===== src/rtl/alu_sched_pkg.sv =====
// alu_sched_pkg: shared op codes, flag bundle and helpers
// for the round-robin ALU scheduler.
package alu_sched_pkg;

    localparam int OP_W = 4;

    localparam logic [OP_W-1:0] OP_ADD  = 4'd0;
    localparam logic [OP_W-1:0] OP_SUB  = 4'd1;
    localparam logic [OP_W-1:0] OP_AND  = 4'd2;
    localparam logic [OP_W-1:0] OP_OR   = 4'd3;
    localparam logic [OP_W-1:0] OP_XOR  = 4'd4;
    localparam logic [OP_W-1:0] OP_SLL  = 4'd5;
    localparam logic [OP_W-1:0] OP_SRL  = 4'd6;
    localparam logic [OP_W-1:0] OP_SRA  = 4'd7;
    localparam logic [OP_W-1:0] OP_MULT = 4'd8;
    localparam logic [OP_W-1:0] OP_DIV  = 4'd9;

    typedef struct packed {
        logic error;
        logic overflow;
        logic negative;
        logic zero;
    } alu_flags_t;

    function automatic alu_flags_t mk_flags(
        input logic err,
        input logic ovf,
        input logic neg,
        input logic zro
    );
        alu_flags_t f;
        f.error    = err;
        f.overflow = ovf;
        f.negative = neg;
        f.zero     = zro;
        return f;
    endfunction

endpackage


===== src/rtl/alu_sched_rr_arbiter.sv =====
// rr_arbiter: combinational round-robin pick among eligible
// requesters, searching upward from ptr with wrap.
module rr_arbiter #(
    parameter int N  = 4,
    parameter int IW = $clog2(N)
) (
    input  logic [N-1:0]  i_eligible,
    input  logic [IW-1:0] i_ptr,
    output logic [N-1:0]  o_grant,
    output logic [IW-1:0] o_idx,
    output logic          o_valid
);

    // first eligible requester at or after the pointer wins
    always_comb begin
        int idx;
        o_grant = '0;
        o_idx   = '0;
        o_valid = 1'b0;
        idx     = 0;
        for (int k = 0; k < N; k++) begin
            idx = int'(i_ptr) + k;
            if (idx >= N) begin
                idx = idx - N;
            end
            if (!o_valid && i_eligible[idx]) begin
                o_valid      = 1'b1;
                o_grant[idx] = 1'b1;
                o_idx        = IW'(idx);
            end
        end
    end

endmodule


===== src/rtl/alu_sched.sv =====
// alu_sched: shares one registered ALU among NUM_REQ requesters,
// one op in flight per requester, result held in a private slot.
module alu_sched
    import alu_sched_pkg::*;
#(
    parameter int WIDTH   = 32,
    parameter int NUM_REQ = 4,
    parameter int ID_W    = $clog2(NUM_REQ)
) (
    input  logic                    clk,
    input  logic                    rst,
    input  logic [NUM_REQ-1:0]      req_valid,
    output logic [NUM_REQ-1:0]      req_ready,
    input  logic [NUM_REQ*4-1:0]    req_op,
    input  logic [NUM_REQ*WIDTH-1:0] req_a,
    input  logic [NUM_REQ*WIDTH-1:0] req_b,
    output logic [NUM_REQ-1:0]      rsp_valid,
    input  logic [NUM_REQ-1:0]      rsp_ready,
    output logic [NUM_REQ*WIDTH-1:0] rsp_result,
    output logic [NUM_REQ*4-1:0]    rsp_flags,
    output logic [OP_W-1:0]         alu_op,
    output logic [WIDTH-1:0]        alu_a,
    output logic [WIDTH-1:0]        alu_b,
    input  logic [WIDTH-1:0]        alu_result,
    input  logic                    alu_overflow,
    input  logic                    alu_error,
    output logic                    busy
);

    logic [ID_W-1:0]    r_rr_ptr;
    logic               r_inflight_v;
    logic [ID_W-1:0]    r_inflight_id;
    logic [NUM_REQ-1:0] r_rsp_valid;
    logic [WIDTH-1:0]   r_rsp_result [NUM_REQ];
    alu_flags_t         r_rsp_flags  [NUM_REQ];

    logic [NUM_REQ-1:0] w_elig;
    logic [NUM_REQ-1:0] w_grant;
    logic [ID_W-1:0]    w_gidx;
    logic               w_gvalid;
    alu_flags_t         w_cap_flags;

    for (genvar i = 0; i < NUM_REQ; i++) begin : g_slot
        assign w_elig[i] = req_valid[i]
                         & ~r_rsp_valid[i]
                         & ~(r_inflight_v
                             && r_inflight_id == ID_W'(i));
        assign rsp_result[i*WIDTH +: WIDTH] = r_rsp_result[i];
        assign rsp_flags[i*4 +: 4]          = r_rsp_flags[i];
    end

    rr_arbiter #(
        .N  (NUM_REQ),
        .IW (ID_W)
    ) u_arb (
        .i_eligible (w_elig),
        .i_ptr      (r_rr_ptr),
        .o_grant    (w_grant),
        .o_idx      (w_gidx),
        .o_valid    (w_gvalid)
    );

    assign req_ready = w_grant;
    assign rsp_valid = r_rsp_valid;
    assign busy      = r_inflight_v | (|r_rsp_valid);

    // zero/negative come from the captured result, not the ALU
    assign w_cap_flags = mk_flags(alu_error, alu_overflow,
                                  alu_result[WIDTH-1],
                                  alu_result == '0);

    // steer granted operands to the ALU; idle cycles issue ADD 0,0
    always_comb begin
        alu_op = OP_ADD;
        alu_a  = '0;
        alu_b  = '0;
        if (w_gvalid) begin
            alu_op = req_op[w_gidx*OP_W +: OP_W];
            alu_a  = req_a[w_gidx*WIDTH +: WIDTH];
            alu_b  = req_b[w_gidx*WIDTH +: WIDTH];
        end
    end

    // round-robin pointer and in-flight tracking
    always_ff @(posedge clk or posedge rst) begin
        if (rst) begin
            r_rr_ptr      <= '0;
            r_inflight_v  <= 1'b0;
            r_inflight_id <= '0;
        end else begin
            r_inflight_v <= w_gvalid;
            if (w_gvalid) begin
                r_inflight_id <= w_gidx;
                if (w_gidx == ID_W'(NUM_REQ-1)) begin
                    r_rr_ptr <= '0;
                end else begin
                    r_rr_ptr <= w_gidx + 1'b1;
                end
            end
        end
    end

    // response slots: capture ALU output, release on rsp_ready
    always_ff @(posedge clk or posedge rst) begin
        if (rst) begin
            r_rsp_valid <= '0;
            for (int i = 0; i < NUM_REQ; i++) begin
                r_rsp_result[i] <= '0;
                r_rsp_flags[i]  <= '0;
            end
        end else begin
            for (int i = 0; i < NUM_REQ; i++) begin
                if (r_inflight_v && r_inflight_id == ID_W'(i)) begin
                    r_rsp_valid[i]  <= 1'b1;
                    r_rsp_result[i] <= alu_result;
                    r_rsp_flags[i]  <= w_cap_flags;
                end else if (rsp_ready[i]) begin
                    r_rsp_valid[i] <= 1'b0;
                end
            end
        end
    end

    // a slot is never full when its op comes back
    a_no_overwrite: assert property (
        @(posedge clk) disable iff (rst)
        !(r_inflight_v && r_rsp_valid[r_inflight_id])
    );

endmodule


===== config.mk =====
export PLATFORM = sky130hd
export DESIGN_NAME = alu_sched
export DESIGN_NICKNAME = d
export VERILOG_FILES = /design/src/rtl/alu_sched_pkg.sv /design/src/rtl/alu_sched_rr_arbiter.sv /design/src/rtl/alu_sched.sv
export SDC_FILE = /design/constraint.sdc
export NUM_CORES = 1
export LEC_CHECK = 0
export CAP_MARGIN = 0
export CORE_AREA = 2 2 211 213
export DETAILED_ROUTE_END_ITERATION = 8
export DIE_AREA = 0 0 213 215
export PLACE_DENSITY_LB_ADDON = 0.15
export REMOVE_ABC_BUFFERS = 1
export SLEW_MARGIN = 20
export SYNTH_ARGS = -nofsm -noshare
export SYNTH_HDL_FRONTEND = slang
export SYNTH_SLANG_ARGS = --single-unit

===== constraint.sdc =====
create_clock -name clk -period 4.45 [get_ports clk]
set_input_delay 0.445 -clock clk [delete_from_list [all_inputs] [get_ports clk]]
set_output_delay 0.445 -clock clk [all_outputs]
set_load 0.02 [all_outputs]

==> flow_summary.ini <==
[run_status]
status = finished, final reports clean

[setup_path]
start_kind = flop
critPathArrivalTime_ns = 3.88
cp_max_fo = 59
crit_start = r_inflight_id[1]
endpoint_kind = output pin
cp.required_ns = 4.01
r2r_start = r_inflight_id[1]
path_class = flop to output pin
ff2ff_setup_slack_ns = 1.54

[routing]
drt_iter0_drc = 1626
ant_nets = 0
routed_wl_um = 59700
vias = 15100
drcViolationCount = 0
firstDrtPassIters = 9
wire_per_inst_um = 23.1
avgViaCountPerCell = 5.85

[yosys]
ys_types = 52
synth-edff-count = 0
dominantRegCellSynth = dfrtp_1
yosysMostFrequentCell = nand2_1
yosysTopAreaCell = dfrtp_1
ys_ff_latch = 149
async_reset_ff_share_pct = 100
synthTopCellsByCount = nand2_1, mux2i_1, o32ai_1
synth_top_area_share_pct = 29.0
synth_cells = 1535
syn_area_mm2 = 0.0129
yosysWarnings = 0
avgSynthCellArea_um2 = 8.39
ys_seq_area_share_pct = 29.0
ys_top_cells_by_area = dfrtp_1, mux2i_1, o32ai_1, nand2_1, o22ai_1

[sta]
period_share_pct = 97.1
hold_viol = 0
setup_viol = 0
fmax_ghz = 0.231
slew_violations = 0
fin_crit_ns = 4.32
worstMarginPinSlew_ns = 1.12
rsz0062_at_grt = no
skew_ns = 0.0129
max-slew-margin-rel_pct = 25.1

[grt]
grt_pass1_wl_um = 88500
grt_max_degree = 93
grt-ovfl-total = 0
antenna_found_initial = 15
grt_pass1_vias = 14500
grt_usage_pct = 24.4

[worst_hold_path]
hp-class = flop to flop
min_from = rsp_result[58]

[placed_design]
dp_hpwl_um = 40500
gp_congestion = 0.824
place_inst = 2528
portBuffers = 536

[floorplanning]
start_util_pct = 29.5
io_pins = 537
die_area_mm2 = 0.0458
chipHeight_um = 215
core_area_mm2 = 0.0436
die_w_um = 213
rows = 77

[clocking]
postCtsHoldBufs = 0
max-clock-path-buffers = 2
htreeDepth = 4
insertion_delay_ns = 0.43
cts_tree = built
cts.sink_count = 149
path_clk_slew_ns = 0.07
cts_made_buffers = 17
cts_root_buffer = clkbuf_16

[run]
max_cap_viol_count = 0

[layout]
area_growth_pct = 51.8
nets = 2296
final_cells = 2588
drive_gt1_share_pct = 7.91
==> final cells by class <==
cell class,count,area (um2)
clock buffer,17,425
sequential,149,3730
multi-input combinational,1191,8270
antenna,12,30.0
tap,592,741
inverter,9,43.8
clock inverter,14,160
fill,4258,24100
timing repair buffer,604,6140
==> worst paths after layout <==
path / cells past startpoint / to
setup / recovery: 10 / alu_op[3]
hold / removal: 2 / rsp_result[58]
setup reg to reg: 10 / r_rr_ptr[1]
hold reg to reg: 2 / rsp_result[58]
max in group asynchronous: 3 / rsp_result[35]
min in group asynchronous: 2 / rsp_result[7]
==> sequential cells by signal, summed over array words and instances (netlist names) <==
| signal | flops |
|---|---|
| r_inflight_v | 1 |
| r_rr_ptr | 2 |
| r_inflight_id | 2 |
| rsp_flags | 12 |
| rsp_result | 128 |
| rsp_valid | 4 |
==> kinds of logic after synthesis <==
logic type      after synthesis  synth area share [%]
buf+inv                     195                  7.25
mux                         231                  18.5
simple gates                401                  12.7
flops                       149                  29.0
fa+ha+maj                     8                 0.777
compound gates              551                  31.8
==> what timing repair did <==
action	CTS	global route
setup endpoints to repair	68	28
resized for setup	51	23
gates cloned	2	1
pin swaps	2	2
buffers inserted	2	12
==> metrics by stage <==
step	utilization [%]	setup WS (ns)	setup TNS, ns	instance area [um2]	hold WS, ns
after floorplan	-	-14.35	-996.74	12000	0.541
after global placement	42.9	0.248	0	18700	0.457
after detailed placement	42.9	0.219	0	18700	0.462
after CTS	44.3	0.000737	0	19300	0.477
after global routing	44.8	0.000710	0	19500	0.493
final	44.8	0.128	0	19500	0.472
==> worst max-delay path, cell delays in order (launching register included) <==
cell and delay [ns]:
dfrtp_1 0.45, or3b_4 0.50, and3_4 0.23, mux4_2 0.57, buf_4 0.21, a21o_2 0.21
buf_12 0.19, a21oi_1 0.20, o22ai_1 0.10, a221o_1 0.38, dlygate4sd2_1 0.34
==> cells in the final DEF, fill, tap and decap left out, types with 7 or more instances in the layout <==
| cell | n |
|---|---|
| nor4_1 | 10 |
| buf_12 | 17 |
| clkbuf_16 | 18 |
| a221o_1 | 58 |
| dlymetal6s2s_1 | 19 |
| dlygate4sd2_1 | 49 |
| a32o_1 | 10 |
| dfrtp_1 | 147 |
| o32ai_1 | 193 |
| inv_1 | 7 |
| a21oi_1 | 59 |
| nor2_1 | 8 |
| a22oi_1 | 18 |
| ha_1 | 7 |
| diode_2 | 12 |
| o22ai_1 | 117 |
| nand2_1 | 344 |
| mux2i_1 | 195 |
| mux2_2 | 34 |
| buf_4 | 46 |
| o21ai_0 | 68 |
| clkdlybuf4s50_1 | 468 |
==> per-layer routing <==
layer / GRT usage (%) / vias up / routed length [um]
li1: - / 6891 / -
met1: 31.6 / 7416 / 24800
met2: 38.8 / 735 / 27600
met3: 6.36 / 96 / 5420
met4: 9.21 / 6 / 1950
met5: 0 / - / 31
Power is not shown: default switching activity piles up to over one toggle a cycle in this logic, so the estimate is an artifact.
